[config.mk]
export PLATFORM = sky130hd
export DESIGN_NAME = bin2bcd_seq
export DESIGN_NICKNAME = d
export VERILOG_FILES = /design/src/rtl/bcd_pkg.sv /design/src/rtl/bcd_add3.sv /design/src/rtl/bin2bcd_seq.sv
export SDC_FILE = /design/constraint.sdc
export NUM_CORES = 1
export LEC_CHECK = 0
export CAP_MARGIN = 15
export CORE_MARGIN = 3
export CORE_UTILIZATION = 58
export CTS_CLUSTER_DIAMETER = 120
export DETAILED_ROUTE_END_ITERATION = 6
export GPL_TIMING_DRIVEN = 0
export HOLD_SLACK_MARGIN = 0.05
export PLACE_DENSITY = 0.83
export REMOVE_ABC_BUFFERS = 1
export SLEW_MARGIN = 20
export SYNTH_ARGS = -nofsm -noshare
export SYNTH_HDL_FRONTEND = slang
export SYNTH_SLANG_ARGS = --single-unit
[constraint.sdc]
create_clock -name clk -period 4.4 [get_ports clk]
set_input_delay 0.66 -clock clk [delete_from_list [all_inputs] [get_ports clk]]
set_output_delay 0.66 -clock clk [all_outputs]
set_load 0.02 [all_outputs]
[src/rtl/bcd_pkg.sv]
// Shared definitions for the sequential binary-to-BCD converter.
//   BCD_DIGIT_W   : bits per BCD digit
//   BCD_NINE      : saturation digit value
//   state_t       : converter FSM states
//   bcd_max_value : 10^digits - 1, largest value representable in 'digits' BCD digits
package bcd_pkg;

  localparam int unsigned BCD_DIGIT_W = 4;
  localparam logic [BCD_DIGIT_W-1:0] BCD_NINE = 4'h9;

  typedef enum logic [1:0] {
    IDLE  = 2'd0,
    SHIFT = 2'd1,
    DONE  = 2'd2
  } state_t;

  function automatic logic [63:0] bcd_max_value(input int unsigned digits);
    logic [63:0] p;
    p = 64'd1;
    for (int unsigned i = 0; i < digits; i++) begin
      p = p * 64'd10;
    end
    return p - 64'd1;
  endfunction

endpackage

[src/rtl/bcd_add3.sv]
// Single-digit double-dabble correction: digits of 5 or more get +3 so the
// following left shift carries correctly into the next decimal digit.
//   digit : BCD digit before correction
//   fixed : corrected digit (4-bit add, no carry out)
module bcd_add3
  import bcd_pkg::*;
(
  input  logic [BCD_DIGIT_W-1:0] digit,
  output logic [BCD_DIGIT_W-1:0] fixed
);

  always_comb begin
    fixed = digit;
    if (digit >= 4'd5) begin
      fixed = digit + 4'd3;
    end
  end

endmodule

[src/rtl/bin2bcd_seq.sv]
// Sequential binary-to-BCD converter (shift-and-add-3), one input bit per clock.
// A request is accepted in IDLE or in the DONE cycle; the result and overflow
// flag update only on the done edge and hold through the next conversion.
//   clk, reset : clock, asynchronous active-high reset
//   start, bin : conversion request and binary operand (sampled on accept)
//   busy       : conversion in progress
//   done       : one-cycle pulse, bcd/ovf updated at the same edge
//   ovf        : last accepted bin exceeded 10^DIGITS-1 (bcd saturated to 9s)
//   bcd        : packed result, digit i at [4i+3:4i], digit 0 least significant
module bin2bcd_seq
  import bcd_pkg::*;
#(
  parameter int unsigned W      = 14,
  parameter int unsigned DIGITS = 4
) (
  input  logic                            clk,
  input  logic                            reset,
  input  logic                            start,
  input  logic [W-1:0]                    bin,
  output logic                            busy,
  output logic                            done,
  output logic                            ovf,
  output logic [BCD_DIGIT_W*DIGITS-1:0]   bcd
);

  localparam int unsigned BW = BCD_DIGIT_W * DIGITS;
  localparam int unsigned CW = $clog2(W + 1);
  localparam logic [63:0]   MAX_VALUE = bcd_max_value(DIGITS);
  localparam logic [CW-1:0] CNT_INIT  = CW'(W);

  state_t          state, state_next;
  logic [W-1:0]    shift;
  logic [BW-1:0]   scratch;
  logic [BW-1:0]   adjusted;
  logic [BW-1:0]   scratch_shifted;
  logic [CW-1:0]   count;
  logic            ovf_pending;
  logic            accept;
  logic            last_shift;
  logic [63:0]     bin_ext;

  assign bin_ext = 64'(bin);

  for (genvar g = 0; g < DIGITS; g++) begin : g_digit
    bcd_add3 u_add3 (
      .digit (scratch[g*BCD_DIGIT_W +: BCD_DIGIT_W]),
      .fixed (adjusted[g*BCD_DIGIT_W +: BCD_DIGIT_W])
    );
  end

  // Correct first, then shift; the top bit of the corrected scratch is dropped
  // (only matters on overflow, where the result is saturated anyway).
  assign scratch_shifted = {adjusted[BW-2:0], shift[W-1]};

  always_ff @(posedge clk or posedge reset) begin
    if (reset) begin
      state <= IDLE;
    end else begin
      state <= state_next;
    end
  end

  always_comb begin
    state_next = state;
    accept     = 1'b0;
    last_shift = 1'b0;
    busy       = 1'b0;
    done       = 1'b0;
    case (state)
      IDLE: begin
        if (start) begin
          accept     = 1'b1;
          state_next = SHIFT;
        end
      end
      SHIFT: begin
        busy = 1'b1;
        if (count == CW'(1)) begin
          last_shift = 1'b1;
          state_next = DONE;
        end
      end
      DONE: begin
        done = 1'b1;
        if (start) begin
          accept     = 1'b1;
          state_next = SHIFT;
        end else begin
          state_next = IDLE;
        end
      end
      default: state_next = IDLE;
    endcase
  end

  always_ff @(posedge clk or posedge reset) begin
    if (reset) begin
      shift       <= '0;
      scratch     <= '0;
      count       <= '0;
      ovf_pending <= 1'b0;
      bcd         <= '0;
      ovf         <= 1'b0;
    end else if (accept) begin
      shift       <= bin;
      scratch     <= '0;
      count       <= CNT_INIT;
      ovf_pending <= (bin_ext > MAX_VALUE);
    end else if (state == SHIFT) begin
      scratch <= scratch_shifted;
      shift   <= shift << 1;
      count   <= count - CW'(1);
      if (last_shift) begin
        bcd <= ovf_pending ? {DIGITS{BCD_NINE}} : scratch_shifted;
        ovf <= ovf_pending;
      end
    end
  end

endmodule

# == Yosys cells after proc, flatten, opt, wreduce, memory -nomap -nowiden ==
# Index checks and enable logic that the tools add are counted.
# classes
n_reduce_logical,5
add_sub_neg,5
n_bitwise,1
order_cmp,5
eq_ne,5
n_mux,21
# ops
op,n
16-bit 2-to-1 mux,3
14-bit 2-to-1 mux,2
4-bit 2-to-1 mux,5
4-bit by 3-bit >= comparator with 1-bit output (second input constant),4
14-bit greater-than comparator (second input constant),1
4-bit by 2-bit adder with 4-bit output (second input constant),3
1-bit 2-to-1 mux,7
2-bit one-hot mux with 3 select lines,1
4-bit by 1-bit == test with 1-bit output (second input constant),1
2-bit 2-to-1 mux,2
2-bit inequality test (second input constant),2
4-bit by 1-bit subtractor with 4-bit output (second input constant),1
3-bit by 2-bit adder with 3-bit output (second input constant),1
3-bit 2-to-1 mux,1
3-bit AND reduction,1
2-bit by 1-bit == test with 1-bit output (second input constant),1
2-bit == test (second input constant),1
2-bit zero test,1
2-bit AND reduction,1
2-bit nonzero test,1
2-bit OR reduction,1
1-bit NOT,1
# totals
output_inout_bits,19
in_bits,17
register_bits,54
word_cells,49

# == Depth between registers and ports, before layout ==
# depth
ltp_word,5
depth_mapped,8

# == Modules after synthesis ==
# A second synthesis with hierarchy kept.
# unflattened
cells_unflattened,269
hier_area_um2,2671.3
# modules_own_cells
mod,n_inst,seq_area_each_um2,area_per_inst_um2,cells_per_inst
bin2bcd_seq,1,1351.3,2265.9,205
bcd_add3,4,0.0,101.3,16

# == Worst setup path before layout ==
# Ideal clock, no wire load.
# synth_timing
kind,register -> output
from,register state[1]
to,output busy
path_buffers,1
stages_incl_launch_ff,4
arrival_ps,852
path_slack_ps,2888
cell_sequence,dfrtp_1 nand2b_1 inv_2 buf_2
# synth_via
elab_chain_cells,2
# synth_lines
element,line,source
from (decl),bin2bcd_seq.sv:31,"state_t state, state_next;"
from (signal assigned),bin2bcd_seq.sv:59,state <= state_next;
2-bit by 1-bit == test with 1-bit output,bin2bcd_seq.sv:69,case (state)
1-bit 2-to-1 mux,bin2bcd_seq.sv:69,
to (decl),bin2bcd_seq.sv:20,"output logic busy,"
# No other way between the ends.

# == Worst setup path after layout ==
# Ends and elaborated chain as after synthesis.

==> impl_metrics.yaml <==
logic_synthesis:
  synth_cell_type_count: 35
  synthArstFlopShare_pct: 100
  ys_top_cells_by_area: "dfrtp_1 (53%), a22o_1 (5.9%), nand2_1 (5.8%)"
  netlist_area_sq_um: 2530
  synth_flop_cell: "dfrtp_1"
  ys_seq_area_share_pct: 53.3
  yosysWarnings: 0
  syn_inst: 240
  synth_top_area_cell: "dfrtp_1"
  synth_seq_cells: 54
  synth_top_area_share_pct: 53.3
  synth_most_common_cell: "dfrtp_1"
  synth_enable_flop_cells: 0
  syn_avg_cell_area_sq_um: 10.6
  synthTopCellsByCount: "dfrtp_1 (54), nand2_1 (39), a22o_1 (17), a22oi_1 (13), nor2_1 (12)"
floorplan:
  coreArea_sq_um: 4120
  die_area_sq_um: 5200
  rows: 23
  start_util_pct: 61.6
  die_w_microns: 72.1
  die_y_microns: 72.1
  pin_count: 36
timing:
  fmax_ghz: 0.323
  fin_crit_sh_pct: 70.4
  rsz0062_at_grt: "false"
  hold_viol: 0
  clock_skew_ns: 0.00737
  drv_slew: 0
  finalSetupViolCount: 0
  final.setup.tns_ns: 0
  finalCriticalPeriod_ns: 3.10
  max-slew-margin-rel_pct: 55.4
  tightestPinTransition_ns: 0.667
grt:
  antenna_found_initial: 0
  grt_pass1_wl_microns: 8870
  first_global_vias: 1910
  grt-ovfl-total: 0
  grt_max_degree: 33
  grt_usage_pct: 21.9
route:
  drc: 0
  drtIter0Drc: 116
  final_antenna_net_count: 0
  wl_met3_microns: 242
  wl_microns: 5180
  wl_met2_microns: 2490
  met1_length_microns: 2400
  highest_layer: "met4"
  drt_first_pass_iters: 4
  vias_per_cell: 5.93
  wl_per_cell_microns: 16.1
  route.vias.total: 1909
pwr:
  cellPowerDensity_nw_per_um2: 780
  p_leak_uw: 0.00136
  finalPower_uw: 2330
  peakVddDrop_mv: 0.406
setup_path:
  critPathKind: "register to primary output"
  end_kind: "primary output"
  crit_fanout: 32
  critPathArrivalTime_ns: 2.44
  critPathRequiredTime_ns: 3.74
  startpoint_type: "register"
  worstRegToRegCells: 5
clock_tree:
  cts_tree: "built"
  clk_latency_ns: 0.31
  clockBufferDepth: 2
  clkSlewWorstSetupHoldPaths_ns: 0.10
  cts_root_buf: "clkbuf_8"
  cts_hold_buf: 0
  cts_made_buffers: 5
  htreeDepth: 2
  cts_resized: 0
  cts_sinks: 54
  cts_setup_buffers: 0
layout:
  nets: 298
  seqCellArea_sq_um: 1350
  multiInputGateArea_sq_um: 1070
  antenna_cells: 0
  area_growth_pct: 17.8
  drive_gt1_share_pct: 7.72
  n_fill_cell: 315
  fin_cells: 322
flow_run:
  maxCapViolCount: 0
placed_design:
  place_inst: 314
  dpl.hpwl_microns: 3410
  portBuffers: 35
  gp_congestion: 0.743
min_path:
  holdPathStages: 2
  hold_class: "register to register"
outcome:
  outcome: "finished, final reports clean"
## per-stage QoR
step	util [%]	hold WS, ns	area [sq um]	worst slack [ns]
floorplan	-	0.445	2460	2.38
global route	72.5	0.519	2990	1.13
global placement	69.9	0.457	2880	1.45
detailed placement	70.4	0.464	2900	1.49
finish	72.5	0.490	2990	1.30
CTS	72.5	0.494	2980	1.30
## layer usage
layer  vias to the layer above  global-route usage, %
met5                         -                      0
met4                         0                   5.64
met3                         8                   5.12
met2                        55                   36.5
met1                       941                   29.0
li1                        905                      -
## logic make-up (layout without fill, tap and decap cells)
| family | Yosys count | count (layout) | share of synthesized area, % |
|---|---|---|---|
| adder cells (fa/ha/maj) | 10 | 10 | 4.94 |
| AND/OR/NAND/NOR | 71 | 71 | 13.6 |
| multiplexers | 5 | 5 | 1.98 |
| XOR/XNOR | 5 | 5 | 1.73 |
| buffers and inverters | 25 | 57 | 4.69 |
| flip-flops | 54 | 54 | 53.3 |
| AO/OA/AOI/OAI | 70 | 70 | 19.8 |
## where the power goes
part | total, uW | switching, uW | internal (uW)
Combinational | 1120 | 599 | 525
Sequential | 931 | 201 | 729
Clock | 275 | 162 | 113
Total | 2330 | 963 | 1370
## final cells by class
| type | instances | area share, % |
|---|---|---|
| flip-flops and latches | 54 | 45.3 |
| multi-input cells | 161 | 35.7 |
| repair buffers | 36 | 12.4 |
| clock buffers | 6 | 2.43 |
| well taps | 50 | 2.10 |
| inverters | 13 | 1.63 |
| clock inverters | 2 | 0.461 |
## worst max-delay path, stage by stage (launching register included)
cell and delay (ns):
dfrtp_1 0.39, nand2b_1 0.40, inv_2 0.60, clkdlybuf4s50_1 0.73
## layout by cell type (no fill, tap or decap), drive strengths merged, types with 3 or more instances in the layout
cell	n
xnor2	5
ha	10
o21ai	10
a22o	17
mux2i	5
dfrtp	54
a31oi	4
nand2	40
o22ai	3
inv	13
a21oi	15
clkbuf	6
nand2b	6
nor3b	4
clkdlybuf4s50	35
o31ai	3
nor2	14
a32o	4
a22oi	13
## flip-flops by register name (all words and copies together), names as in the netlist
| register | cells |
|---|---|
| state | 2 |
| ovf | 1 |
| bcd | 16 |
| ovf_pending | 1 |
| scratch | 16 |
| count | 4 |
| shift | 14 |
## final timing paths
| kind | startpoint | end | slack [ns] |
|---|---|---|---|
| worst min-delay path | shift[3] | shift[3] | 0.49 |
| min in group asynchronous | reset | shift[7] | 0.69 |
| max in group asynchronous | reset | bcd[2] | 3.18 |
| worst max register to register | state[1] | bcd[1] | 1.86 |
| worst min register to register | shift[3] | shift[3] | 0.49 |
| worst max-delay path | state[1] | busy | 1.30 |
(Power assumes the default switching activity.)
